===== config.mk =====
export PLATFORM = sky130hd
export DESIGN_NAME = ntt_coeff_reader
export DESIGN_NICKNAME = d
export VERILOG_FILES = /design/src/rtl/ml_kem_pkg.sv /design/src/rtl/ntt_skid_fifo2.sv /design/src/rtl/ntt_coeff_reader.sv
export SDC_FILE = /design/constraint.sdc
export NUM_CORES = 1
export LEC_CHECK = 0
export CORE_ASPECT_RATIO = 1.1
export CORE_MARGIN = 10
export CORE_UTILIZATION = 52
export DETAILED_ROUTE_END_ITERATION = 10
export PLACE_DENSITY = 0.85
export SYNTH_ARGS = -nofsm -noshare
export SYNTH_HDL_FRONTEND = slang
export SYNTH_SLANG_ARGS = --single-unit

===== constraint.sdc =====
create_clock -name clk -period 7.51 [get_ports clk]
set_input_delay 1.502 -clock clk [delete_from_list [all_inputs] [get_ports clk]]
set_output_delay 1.502 -clock clk [all_outputs]
set_load 0.02 [all_outputs]

===== src/rtl/ml_kem_pkg.sv =====
// ml_kem_pkg: shared ML-KEM constants and coefficient-reader state encoding
//   Q, N            : modulus and polynomial length
//   WIDTH, WORDW    : coefficient and BRAM word widths
//   reader_state_e  : IDLE -> RUN -> DONE
package ml_kem_pkg;
   localparam int WIDTH                = 16;
   localparam int WORDW                = 32;
   localparam int WIDTH_ADDR_BUTTERFLY = 8;
   localparam int N                    = 2 ** WIDTH_ADDR_BUTTERFLY;
   localparam int Q                    = 3329;
   typedef enum logic [1:0] {IDLE = 2'd0, RUN = 2'd1, DONE = 2'd2} reader_state_e;
endpackage


===== src/rtl/ntt_skid_fifo2.sv =====
// ntt_skid_fifo2: 2-entry registered FIFO, head always in e0
//   clk, rst_n : clock, async active-low reset
//   push, din  : write an entry (caller never pushes into a full FIFO without popping)
//   pop, dout  : remove the head / head entry
//   count      : occupancy 0..2
module ntt_skid_fifo2 #(
   parameter int DW = 17
) (
   input  logic          clk,
   input  logic          rst_n,
   input  logic          push,
   input  logic          pop,
   input  logic [DW-1:0] din,
   output logic [DW-1:0] dout,
   output logic [1:0]    count
);
   logic [DW-1:0] e0, e1;
   assign dout = e0;
   always_ff @(posedge clk or negedge rst_n) begin
      if (!rst_n) begin
         e0    <= '0;
         e1    <= '0;
         count <= '0;
      end else begin
         if (push && (count == 2'd0 || (count == 2'd1 && pop))) e0 <= din;
         else if (pop) e0 <= e1;
         if (push && ((count == 2'd1 && !pop) || count == 2'd2)) e1 <= din;
         count <= count + 2'(push) - 2'(pop);
      end
   end
endmodule


===== src/rtl/ntt_coeff_reader.sv =====
// ntt_coeff_reader: drains the 256-entry NTT result BRAM in order onto a valid/ready stream
//   clk, rst_n        : clock, async active-low reset
//   start             : begin a drain (ignored unless idle)
//   ren, raddr, rdata : BRAM read port, data one cycle after ren
//   m_data, m_valid, m_ready, m_last : output stream, m_last on index 255
//   busy, done        : drain in progress / one-cycle completion pulse
//   err_range         : sticky flag for any word with coef >= Q or non-zero upper bits
module ntt_coeff_reader
   import ml_kem_pkg::*;
(
   input  logic                            clk,
   input  logic                            rst_n,
   input  logic                            start,
   output logic                            ren,
   output logic [WIDTH_ADDR_BUTTERFLY-1:0] raddr,
   input  logic [WORDW-1:0]                rdata,
   output logic [WIDTH-1:0]                m_data,
   output logic                            m_valid,
   input  logic                            m_ready,
   output logic                            m_last,
   output logic                            busy,
   output logic                            done,
   output logic                            err_range
);
   localparam int PW = WIDTH_ADDR_BUTTERFLY + 1;
   localparam logic [PW-1:0] PTR_END = PW'(N);
   localparam logic [PW-1:0] PTR_LAST = PW'(N - 1);
   reader_state_e state, state_nxt;
   logic [PW-1:0] rd_ptr;
   logic inflight, inflight_last, pop, head_last, bad;
   logic [1:0] count;
   logic [2:0] occ;
   logic [WIDTH-1:0] head_data;
   // occupancy the buffer will have after this cycle's pop, counting the read in flight
   assign pop       = m_valid & m_ready;
   assign occ       = 3'(count) + 3'(inflight) - 3'(pop);
   assign ren       = state == RUN && rd_ptr < PTR_END && occ < 3'd2;
   assign raddr     = rd_ptr[WIDTH_ADDR_BUTTERFLY-1:0];
   assign m_valid   = count != 2'd0;
   assign m_data    = m_valid ? head_data : '0;
   assign m_last    = m_valid & head_last;
   assign busy      = state == RUN;
   assign done      = state == DONE;
   assign bad       = rdata[WIDTH-1:0] >= WIDTH'(Q) || rdata[WORDW-1:WIDTH] != '0;
   // the last-beat tag travels with the data so m_last needs no separate beat counter
   ntt_skid_fifo2 #(.DW(WIDTH + 1)) u_fifo (
      .clk   (clk),
      .rst_n (rst_n),
      .push  (inflight),
      .pop   (pop),
      .din   ({inflight_last, rdata[WIDTH-1:0]}),
      .dout  ({head_last, head_data}),
      .count (count)
   );
   always_comb begin
      state_nxt = state;
      state_nxt = state == IDLE ? (start ? RUN : IDLE) :
                  state == RUN  ? (pop && head_last ? DONE : RUN) : IDLE;
   end
   always_ff @(posedge clk or negedge rst_n) begin
      if (!rst_n) begin
         state         <= IDLE;
         rd_ptr        <= '0;
         inflight      <= 1'b0;
         inflight_last <= 1'b0;
         err_range     <= 1'b0;
      end else begin
         state         <= state_nxt;
         inflight      <= ren;
         inflight_last <= ren && rd_ptr == PTR_LAST;
         if (state == IDLE && start) begin
            rd_ptr    <= '0;
            err_range <= 1'b0;
         end else begin
            if (ren) rd_ptr <= rd_ptr + 1'b1;
            if (inflight && bad) err_range <= 1'b1;
         end
      end
   end
endmodule


# == Word-level counts from Yosys, hierarchy flattened ==
# Index checks and enable logic that the tools add are counted.
# classes
add_sub_neg,5
magnitude_cmp,3
eq_ne,5
muxes,11
bitwise_logic,2
reduce_logical,21
# op_table
op,count
two-way mux 17 bit,2
two-way mux 9 bit,2
greater-or-equal comparator 16 x 12 -> 1 bit (second input constant),1
two-way mux 16 bit,1
nonzero test 16 bit,1
logical AND 1 bit,10
adder 9 x 1 -> 9 bit (second input constant),1
equality test 9 x 8 -> 1 bit (second input constant),1
less-than comparator 9 bit (second input constant),1
nonzero test 2 bit,4
two-way mux 2 bit,3
equality test 2 x 1 -> 1 bit (second input constant),2
equality test 2 bit (second input constant),2
logical NOT 2 bit,2
adder 2 x 1 -> 3 bit,1
logical OR 1 bit,3
less-than comparator 3 x 2 -> 1 bit (second input constant),1
two-way mux 1 bit,3
subtractor 3 x 1 -> 3 bit,1
adder 2 x 1 -> 2 bit,1
bitwise AND 1 bit,2
subtractor 2 x 1 -> 2 bit,1
logical NOT 1 bit,1
# totals
reg_bits,50
input_bits,36
output_inout_bits,30
wordCells,55

# == Longest topological paths before layout ==
# logic_depth
depth_word,7
ltp_mapped,14
mapped_depth_nobuf,11

# == Modules after synthesis ==
# A second synthesis with hierarchy kept.
# hier_totals
hier_cells,217
hier_area_um2,2616.3
# modules_own_cells
mod,instances,cells_per_inst,area_per_inst_um2,seq_area_each_um2
ntt_skid_fifo2,1,101,1610.3,900.9
ntt_coeff_reader,1,116,1006.0,350.3

# == Worst setup path before layout ==
# Ideal clock, no wire load.
# synth_timing
path_type,input-to-output
from,in m_ready
to,out ren
arrival_ps,3790
required_ps,6008
setup_slack_ps,2218
stages,10
n_path_buf,2
path_cell_list,nand2_2 -> buf_4 -> inv_1 -> ha_1 -> inv_1 -> ha_1 -> fa_1 -> or4b_1 -> buf_6 -> nor2_2
# synth_via
elab_chain_cells,4
# synth_rtl
element,line,text
start: declaration,ntt_coeff_reader.sv:19,"input logic m_ready,"
bitwise AND 1 bit,ntt_coeff_reader.sv:35,assign pop = m_valid & m_ready;
subtractor 3 x 1 -> 3 bit,ntt_coeff_reader.sv:36,assign occ = 3'(count) + 3'(inflight) - 3'(pop);
named net occ[1],ntt_coeff_reader.sv:32,logic [2:0] occ;
less-than comparator 3 x 2 -> 1 bit,ntt_coeff_reader.sv:37,assign ren = state == RUN && rd_ptr < PTR_END && occ < 3'd2;
logical AND 1 bit,ntt_coeff_reader.sv:37,
end: declaration,ntt_coeff_reader.sv:14,"output logic ren,"
# The timed path passes the listed nets, and every way through them passes these cells.

# == Final worst setup path ==
# Ends and elaborated chain as after synthesis.

==> results.sh <==
export IMPL_cts_buffer_depth=2
export IMPL_area_growth_pct=29.3
export IMPL_status="finished, final reports clean"
export IMPL_syn_nets=268
export IMPL_cellPowerDensity_nw_per_um2=362
export IMPL_gr_total_overflow=0
export IMPL_pwr_share_seq=0.382
export IMPL_ant_nets=0
export IMPL_cp_startpoint="m_ready"
export IMPL_switchingPower_uw=432
export IMPL_reg2reg_depth=11
export IMPL_grt_usage=0.146
export IMPL_layout_drive_gt1_share=0.122
export IMPL_synthCells=227
export IMPL_drc=0
export IMPL_cts_tree="yes"
export IMPL_num_rows=26
export IMPL_fillerInstances=384
export IMPL_critPathKind="in2out"
export IMPL_grt_pass1_vias=1989
export IMPL_synth_top_cell_area_share=0.507
export IMPL_hold_viol=0
export IMPL_h_tree_depth=2
export IMPL_gp_congestion=0.809
export IMPL_diodes=0
export IMPL_clock_skew_ns=0.00669
export IMPL_worst_pin_slew_ns=0.916
export IMPL_vias_per_cell=5.34
export IMPL_ys_top_cells_by_area="dfrtp_1, mux2i_1, mux2_2"
export IMPL_cts_hold_fix_buffers=0
export IMPL_ys_ff_latch=50
export IMPL_yosysTopAreaCell="dfrtp_1"
export IMPL_synth_distinct_cells=36
export IMPL_maxCapViolCount=0
export IMPL_rsz0062_at_grt="no"
export IMPL_clock_power_share=0.135
export IMPL_period_share=0.824
export IMPL_required_ns=6.01
export IMPL_grt_antenna_before_repair=0
export IMPL_tns_ns=0
export IMPL_port_buffers=65
export IMPL_dr_pass1_iters=4
export IMPL_num_vias=1827
export IMPL_initial_core_util=0.534
export IMPL_clk_pin_slew_ns=0.09
export IMPL_sw_frac_of_total=0.374
export IMPL_ys_warn_count=0
export IMPL_worstPathArrival_ns=4.69
export IMPL_synth_cell_area_um2=2470
export IMPL_fmax_mhz=162
export IMPL_die_area_um2=7910
export IMPL_reg2reg_to="rd_ptr[5]"
export IMPL_multiInputGateArea_um2=1090
export IMPL_r2r_start="u_fifo.count[1]"
export IMPL_wl_per_cell_um=16.0
export IMPL_r2r_slack_ns=4.08
export IMPL_dr_first_iter_drc_count=102
export IMPL_setup_viol=0
export IMPL_utilization=0.691
export IMPL_insertion_delay_ns=0.29
export IMPL_die_x_um=85.7
export IMPL_period_needed_ns=6.19
export IMPL_crit_path_end_kind="output pin"
export IMPL_grt_max_degree=51
export IMPL_core_region_area_um2=4620
export IMPL_cp_max_fo=9
export IMPL_grt_first_pass_wirelength_um=9550
export IMPL_critPathCapture="ren"
export IMPL_nNetsFinal=326
export IMPL_regArea_um2=1250
export IMPL_vdd_ir_drop_worst_mv=0.252
export IMPL_maxSlewViolCount=0
export IMPL_syn_area_per_cell_um2=10.9
export IMPL_pwr_share_comb=0.483
export IMPL_hpwl_um=4160
export IMPL_root_buffer="clkbuf_8"
export IMPL_critPathLaunchType="input pin"
export IMPL_p_leak_nw=1.38
export IMPL_clkSinkCount=50
export IMPL_p_int_uw=723
export IMPL_io_pins=66
export IMPL_power_mw=1.16
export IMPL_die_h_um=92.3
export IMPL_postCtsSetupBuffers=0
export IMPL_routed_wl_um=5480
export IMPL_cts_resized=0
export IMPL_min_delay_path_class="reg2reg"
export IMPL_synth_seq_area_share=0.507
export IMPL_relSlewSlack=0.390
export IMPL_numCtsBuffers=5
[metrics by stage]
step / area (um^2) / hold WS (ns) / setup slack, ns / instances
after global routing: 3190 / 0.529 / 1.10 / 342
after detailed placement: 3100 / 0.485 / 1.30 / 334
final: 3190 / 0.494 / 1.32 / 342
after floorplan: 2470 / 0.452 / 2.22 / 227
after global placement: 3100 / 0.468 / 1.40 / 334
after CTS: 3190 / 0.505 / 1.30 / 342
[per-layer routing]
metal	vias to the layer above	track usage	share of wire	routed length [um]
li1	889	-	-	-
met1	877	0.167	0.42	2290
met2	54	0.243	0.48	2640
met3	7	0.0602	0.084	458
met4	0	0.0467	0.017	91
met5	-	0	0	0
[power by group through the flow]
stage               logic, mW  registers (mW)  clock network, mW
floorplan               0.380           0.430                  0
global placement        0.548           0.439                  0
detailed placement      0.568           0.447                  0
CTS                     0.568           0.441              0.160
global route            0.623           0.456              0.172
finish                  0.558           0.441              0.156
[synthesized netlist by cell type]
cell type / instances
nor4_2: 3
mux2_2: 15
inv_2: 2
o211a_1: 1
buf_4: 9
clkbuf_1: 6
nor3b_2: 1
a21o_1: 1
and3_1: 1
nand3_1: 5
nor3b_1: 1
fa_1: 1
buf_2: 1
and2_1: 18
mux2_1: 2
nor3_1: 6
o21ai_0: 11
nor2_1: 11
or3_1: 1
ha_1: 4
dfrtp_1: 50
o21ai_1: 7
nand4_1: 3
inv_1: 4
nor2_2: 1
buf_6: 1
a21oi_1: 3
mux2i_1: 17
nand2_1: 21
xnor2_1: 8
nor2b_1: 2
o21ai_2: 1
nand2_2: 1
nor4_1: 6
or2_1: 1
or4b_1: 1
[worst min-delay path by stage]
stage	start	cells after the start	to	slack, ns
after global routing	u_fifo.e1[15]	1	u_fifo.e1[15]	0.53
after floorplan	inflight_last	2	u_fifo.dout[16]	0.45
final	inflight_last	2	u_fifo.dout[16]	0.49
after detailed placement	u_fifo.e1[6]	1	u_fifo.e1[6]	0.49
after CTS	inflight_last	2	u_fifo.dout[16]	0.50
after global placement	inflight_last	2	u_fifo.dout[16]	0.47
[cells by family after synthesis]
group	share of synthesized area
flip-flops	0.507
adder cells (fa/ha/maj)	0.0284
AO/OA/AOI/OAI	0.0532
multiplexers	0.146
XOR/XNOR	0.0284
AND/OR/NAND/NOR	0.185
buffers and inverters	0.0522
[cells in the final DEF, fill, tap and decap left out, types with 4 or more instances in the layout]
cell type         n
clkdlybuf4s50_1  64
dfrtp_1          50
nand2_1          21
and2_1           18
mux2i_1          17
mux2_2           15
nor2_1           11
o21ai_0          11
xnor2_1           8
o21ai_1           7
nor3_1            6
nor4_1            6
clkbuf_8          6
nand3_1           5
inv_1             4
ha_1              4
[state kept, by name, summed over array words and instances (netlist names)]
name	count
err_range	1
inflight	1
inflight_last	1
rd_ptr	9
state	2
u_fifo.count	2
u_fifo.dout	17
u_fifo.e1	17
[worst max-delay path, cell delays in order]
cell	delay [ns]
clkdlybuf4s50_1	0.49
nand2_2	0.10
inv_1	0.05
ha_1	0.26
inv_1	0.04
ha_1	0.18
fa_1	0.46
or4b_1	0.68
nor2_2	0.28
clkdlybuf4s50_1	0.65
[final cells by class]
class / count / share of cell area
well taps: 56 / 0.0220
multi-input cells: 154 / 0.341
clock buffers: 7 / 0.0270
repair buffers: 68 / 0.209
inverters: 6 / 0.00706
clock inverters: 1 / 0.00157
flip-flops and latches: 50 / 0.392
Note: power is estimated with default switching activity, not from simulation.
==> patch 1 (config.mk and constraints unchanged) <==
Encoding of `reader_state_e`: now one-hot (3 bits for 3 states).
--- a/src/rtl/ml_kem_pkg.sv
+++ b/src/rtl/ml_kem_pkg.sv
@@ -8,6 +8,6 @@
    localparam int WIDTH_ADDR_BUTTERFLY = 8;
    localparam int N                    = 2 ** WIDTH_ADDR_BUTTERFLY;
    localparam int Q                    = 3329;
-   typedef enum logic [1:0] {IDLE = 2'd0, RUN = 2'd1, DONE = 2'd2} reader_state_e;
+   typedef enum logic [2:0] {IDLE = 3'b001, RUN = 3'b010, DONE = 3'b100} reader_state_e;
 endpackage
 
Formal check against the unedited RTL: no difference found for any inputs over 10 cycles, from zero or initial values and one cycle with rst_n low; not proved beyond that.
==> patch 1 against the original RTL <==
- worst hold slack lost 16 ps
- design area grew 1.0%
- non-clock buffer count shrank 2
- synthesized area grew 3.6%
- global-route usage shrank 0.32 points
- power shrank 24%
- via count shrank 0.60%
- sequential power shrank 12%
- sequential cell count grew 1
- count of clock-buffer cells in the layout is the same
- routed wire length grew 3.9%
- die area grew 2.8%
- worst setup slack gained 460 ps
==> patch 1: results (changes against the original RTL) <==
status: finished, final reports clean
Layout fillers: 367 (-4.4%)
Worst Path Arrival: 4230 ps (-460 ps)
Hold Crit Class: reg -> reg
first-pass GRT wire length: 9.32 mm (-2.5%)
Max stage delay on crit path: 640 ps (-40 ps)
Metal-1 WL: 2.27 mm (-1.1%)
First DRT Iteration DRCs: 114 (+12%)
maximum root-to-sink buffer count: 2 (unchanged)
largest net degree at the start of global routing: 52 (+2.0%)
antenna violations before repair: 0 (unchanged)
Total GRT Usage: 14.3% (-0.32 points)
Final HPWL DP: 4.32 mm (+3.8%)
mux contribution to synthesized area: 15.0% (+0.36 points)
Post-synth ARST share: 100% (unchanged)
worst skew pair latency: 300 ps
Port Buffers: 65 (unchanged)
grt met2 use: 24.2% (-0.045 points)
GPL Wtd Cong: 0.831 (+2.7%)
# diodes: 0 (unchanged)
XOR/XNOR share of the synthesized area: 2.00% (-0.83 points)
maximum fanout along the worst path: 6 (-3)
max_slew headroom: 27.8% (-11 points)
Worst-path clk slew: 80 ps
H-tree lvl count: 2 (unchanged)
met1 Use GR: 16.3% (-0.41 points)
Post-synth top cells: 50 x dfrtp_1, 25 x nand2_1, 18 x and2_1
CP max-delay cell: clkdlybuf4s50_1
Crit path max-delay family: buffers and inverters
fraction of layout cells with a size suffix above 1: 11.5% (-0.74 points)
metal3 WL: 430 um (-6.1%)
Avg WL per Cell: 16.6 um (+3.6%)
YS warnings: 0 (unchanged)
Synth area leaders: dfrtp_1 49%, mux2i_1 6.7%, mux2_2 6.6%
Met2 Wirelength: 2.93 mm (+11%)
CTS Buf Count: 5 (unchanged)
post-place setup slack: 1760 ps (+468 ps)
Worst IR Drop VDD: 0.000226 V (-10%)
skew final: 3.89 ps (-2.80 ps)
Post-CTS Hold Fix Bufs: 0 (unchanged)
Synth Area in Compound Gates: 5.92% (+0.60 points)
hold path cells: 2 (unchanged)
DR pass1 iterations: 4 (unchanged)
Setup Buffers After CTS: 0 (unchanged)
vias in the first global route: 1,861 (-6.4%)
Layout Nets: 326 (unchanged)
total vias in the final route: 1,816 (-0.60%)
Worst R2R Path Depth: 10 (-1)
adder-cell share of the synthesized area: 2.25% (-0.59 points)
Root Driver: clkbuf_8
Mapped Nets: 270 (+0.75%)
post-synthesis sequential area ratio: 49.9% (-0.76 points)
P_leak: 1.36 nW (-1.5%)
top routing layer in use: met4
CTS resizes: 0 (unchanged)
Unique masters post-synth: 40 (+11%)
met3 usage: 5.82% (-0.20 points)
patch 1: changes by cell type after synthesis, sizes merged, moves of 3 or more:
cell,unedited run,this run
nor3,6,3
inv,6,3
xnor2,8,1
xor2,0,4
nand2b,0,3
and3,1,4
clkbuf,6,1
nand2,22,25
buf,11,16
patch 1: report_power, final:
group          leakage [nW]  internal [mW]  switching (mW)
Clock                0.0422         0.0655          0.0853
Combinational         0.636          0.161           0.184
Sequential            0.682          0.345          0.0406
Total                  1.36          0.572           0.310
patch 1: worst reg2reg max path: stages, from the launching register on:
cell     delay (ps)
dfrtp_1         440
inv_1           120
nor2_2          200
nand2_1         120
nand2_1          90
ha_1            150
fa_1            450
nor2_1          250
nand3_2         170
or3_1           380
a21oi_1         140
patch 1: layout make-up:
class	instances	share of cell area, %
Inverter	3	0.349
Clock buffer	7	2.37
Tap cell	56	2.17
Clock inverter	1	0.155
Timing Repair Buffer	66	20.3
Multi-Input combinational cell	159	35.1
Sequential cell	51	39.6
patch 1: path summary, 6_finish.rpt:
path                                       from        endpoint  slack, ps
max in group asynchronous                 rst_n    u_fifo.e1[0]       5790
worst min-delay path             u_fifo.dout[1]  u_fifo.dout[1]        480
worst max-delay path                    m_ready             ren       1780
worst max register to register  u_fifo.count[1]       rd_ptr[6]       4930
min in group asynchronous                 rst_n        state[1]       1290
worst min register to register   u_fifo.dout[1]  u_fifo.dout[1]        480
patch 1: metrics by stage:
| stage | cells | area [um^2] |
|---|---|---|
| after floorplan | 230 | 2560 |
| after global placement | 335 | 3140 |
| after detailed placement | 335 | 3140 |
| after CTS | 343 | 3220 |
| after global routing | 343 | 3220 |
| final | 343 | 3220 |
==> patch 2 (same flow settings) <==
Without the edit above. `WIDTH_ADDR_BUTTERFLY`: 8 -> 9.
--- a/src/rtl/ml_kem_pkg.sv
+++ b/src/rtl/ml_kem_pkg.sv
@@ -5,7 +5,7 @@
 package ml_kem_pkg;
    localparam int WIDTH                = 16;
    localparam int WORDW                = 32;
-   localparam int WIDTH_ADDR_BUTTERFLY = 8;
+   localparam int WIDTH_ADDR_BUTTERFLY = 9;
    localparam int N                    = 2 ** WIDTH_ADDR_BUTTERFLY;
    localparam int Q                    = 3329;
    typedef enum logic [1:0] {IDLE = 2'd0, RUN = 2'd1, DONE = 2'd2} reader_state_e;
Interface: changed (resized raddr); port bits go from 66 to 67. The function was not compared with the original's and may differ.
==> patch 2 against the original RTL <==
- synthesized area grew 2.6%
- combinational power up 11%
- sequential cell count rose by 1
- power grew 9.9%
- design area is 2.4% higher
- routed wire length rose by 6.7%
- worst setup slack lost 330 ps
- critical path depth unchanged
- largest cell class unchanged
- largest power group unchanged
==> patch 2: results (changes against the original RTL) <==
skew final: 7.36 ps (+0.669 ps)
Total GRT Usage: 14.9% (+0.22 points)
Synth area leaders: dfrtp_1 50%, mux2i_1 6.7%, mux2_2 4.9%
vias in the first global route: 1,978 (-0.55%)
worst-margin pin slew: 1080 ps (+169 ps)
Worst Path Arrival: 5020 ps (+330 ps)
CP max-delay cell: clkdlybuf4s50_1
Placed Area: 3150 um^2 (+1.7%)
adder-cell share of the synthesized area: 2.27% (-0.57 points)
maximum fanout along the worst path: 18 (+9)
Layout Nets: 328 (+0.61%)
reg2reg setup slack: 3720 ps (-360 ps)
post-synthesis sequential area ratio: 50.4% (-0.29 points)
status: finished, final reports clean
total wire length: 5.84 mm (+6.7%)
area share of the largest cell type after synthesis: 50.4% (-0.29 points)
# diodes: 0 (unchanged)
capture point of the worst path: ren
dpl cells: 337 (+0.90%)
Setup Buffers After CTS: 0 (unchanged)
Unique masters post-synth: 37 (+2.8%)
Layout area overhead: 29.1%
post-place setup slack: 1020 ps (-272 ps)
fraction of layout cells with a size suffix above 1: 11.4% (-0.82 points)
Mapped Nets: 272 (+1.5%)
Port Buffers: 66 (+1.5%)
Max stage delay on crit path: 640 ps (-40 ps)
Final Worst Setup Slack: 993 ps (-327 ps)
P_leak: 1.40 nW (+1.7%)
Worst IR Drop VDD: 0.000231 V (-8.2%)
total vias in the final route: 1,874 (+2.6%)
Layout fillers: 365 (-4.9%)
XOR/XNOR share of the synthesized area: 3.41% (+0.57 points)
Avg WL per Cell: 16.9 um (+5.8%)
Post-synth top cells: 51 x dfrtp_1, 22 x nand2_1, 17 x and2_1, 17 x mux2i_1, 13 x nor2_1
Final HPWL DP: 4.44 mm (+6.7%)
GPL Wtd Cong: 0.827 (+2.2%)
mux contribution to synthesized area: 14.3% (-0.37 points)
Post-Syn Instances: 232 (+2.2%)
first-pass GRT wire length: 9.85 mm (+3.2%)
DRT antenna net count: 0 (unchanged)
[patch 2: worst min path at each step]
stage | start | endpoint | cells after the start | slack [ps]
floorplan | inflight_last | u_fifo.dout[16] | 2 | 450
global placement | u_fifo.e1[6] | u_fifo.e1[6] | 1 | 470
detailed placement | inflight_last | u_fifo.dout[16] | 2 | 480
CTS | inflight_last | u_fifo.dout[16] | 2 | 500
global route | inflight_last | u_fifo.dout[16] | 2 | 520
finish | u_fifo.e1[14] | u_fifo.e1[14] | 1 | 500
[patch 2: layout make-up]
type / count / area share, %
inverters: 5 / 0.574
repair buffers: 67 / 20.3
multi-input cells: 158 / 34.4
clock buffers: 6 / 2.53
flip-flops and latches: 51 / 39.0
well taps: 56 / 2.14
clock inverters: 2 / 1.07
[patch 2: metal layers]
metal | up-vias | global-route usage, % | wire length [um]
met5 | - | 0 | 0
met3 | 8 | 5.64 | 468
met1 | 906 | 18.4 | 2570
li1 | 900 | - | -
met4 | 0 | 3.65 | 65
met2 | 60 | 23.8 | 2740
[patch 2: cell families after synthesis]
kind of cell	Yosys count
AO/OA/AOI/OAI	24
adder cells (fa/ha/maj)	4
XOR/XNOR	9
multiplexers	34
flip-flops	51
buffers and inverters	23
AND/OR/NAND/NOR	87
[patch 2: report_power, final]
group | leakage (nW) | switching [mW] | internal [mW]
clock | 0.0612 | 0.0877 | 0.108
combinational | 0.708 | 0.321 | 0.297
sequential | 0.634 | 0.0703 | 0.385
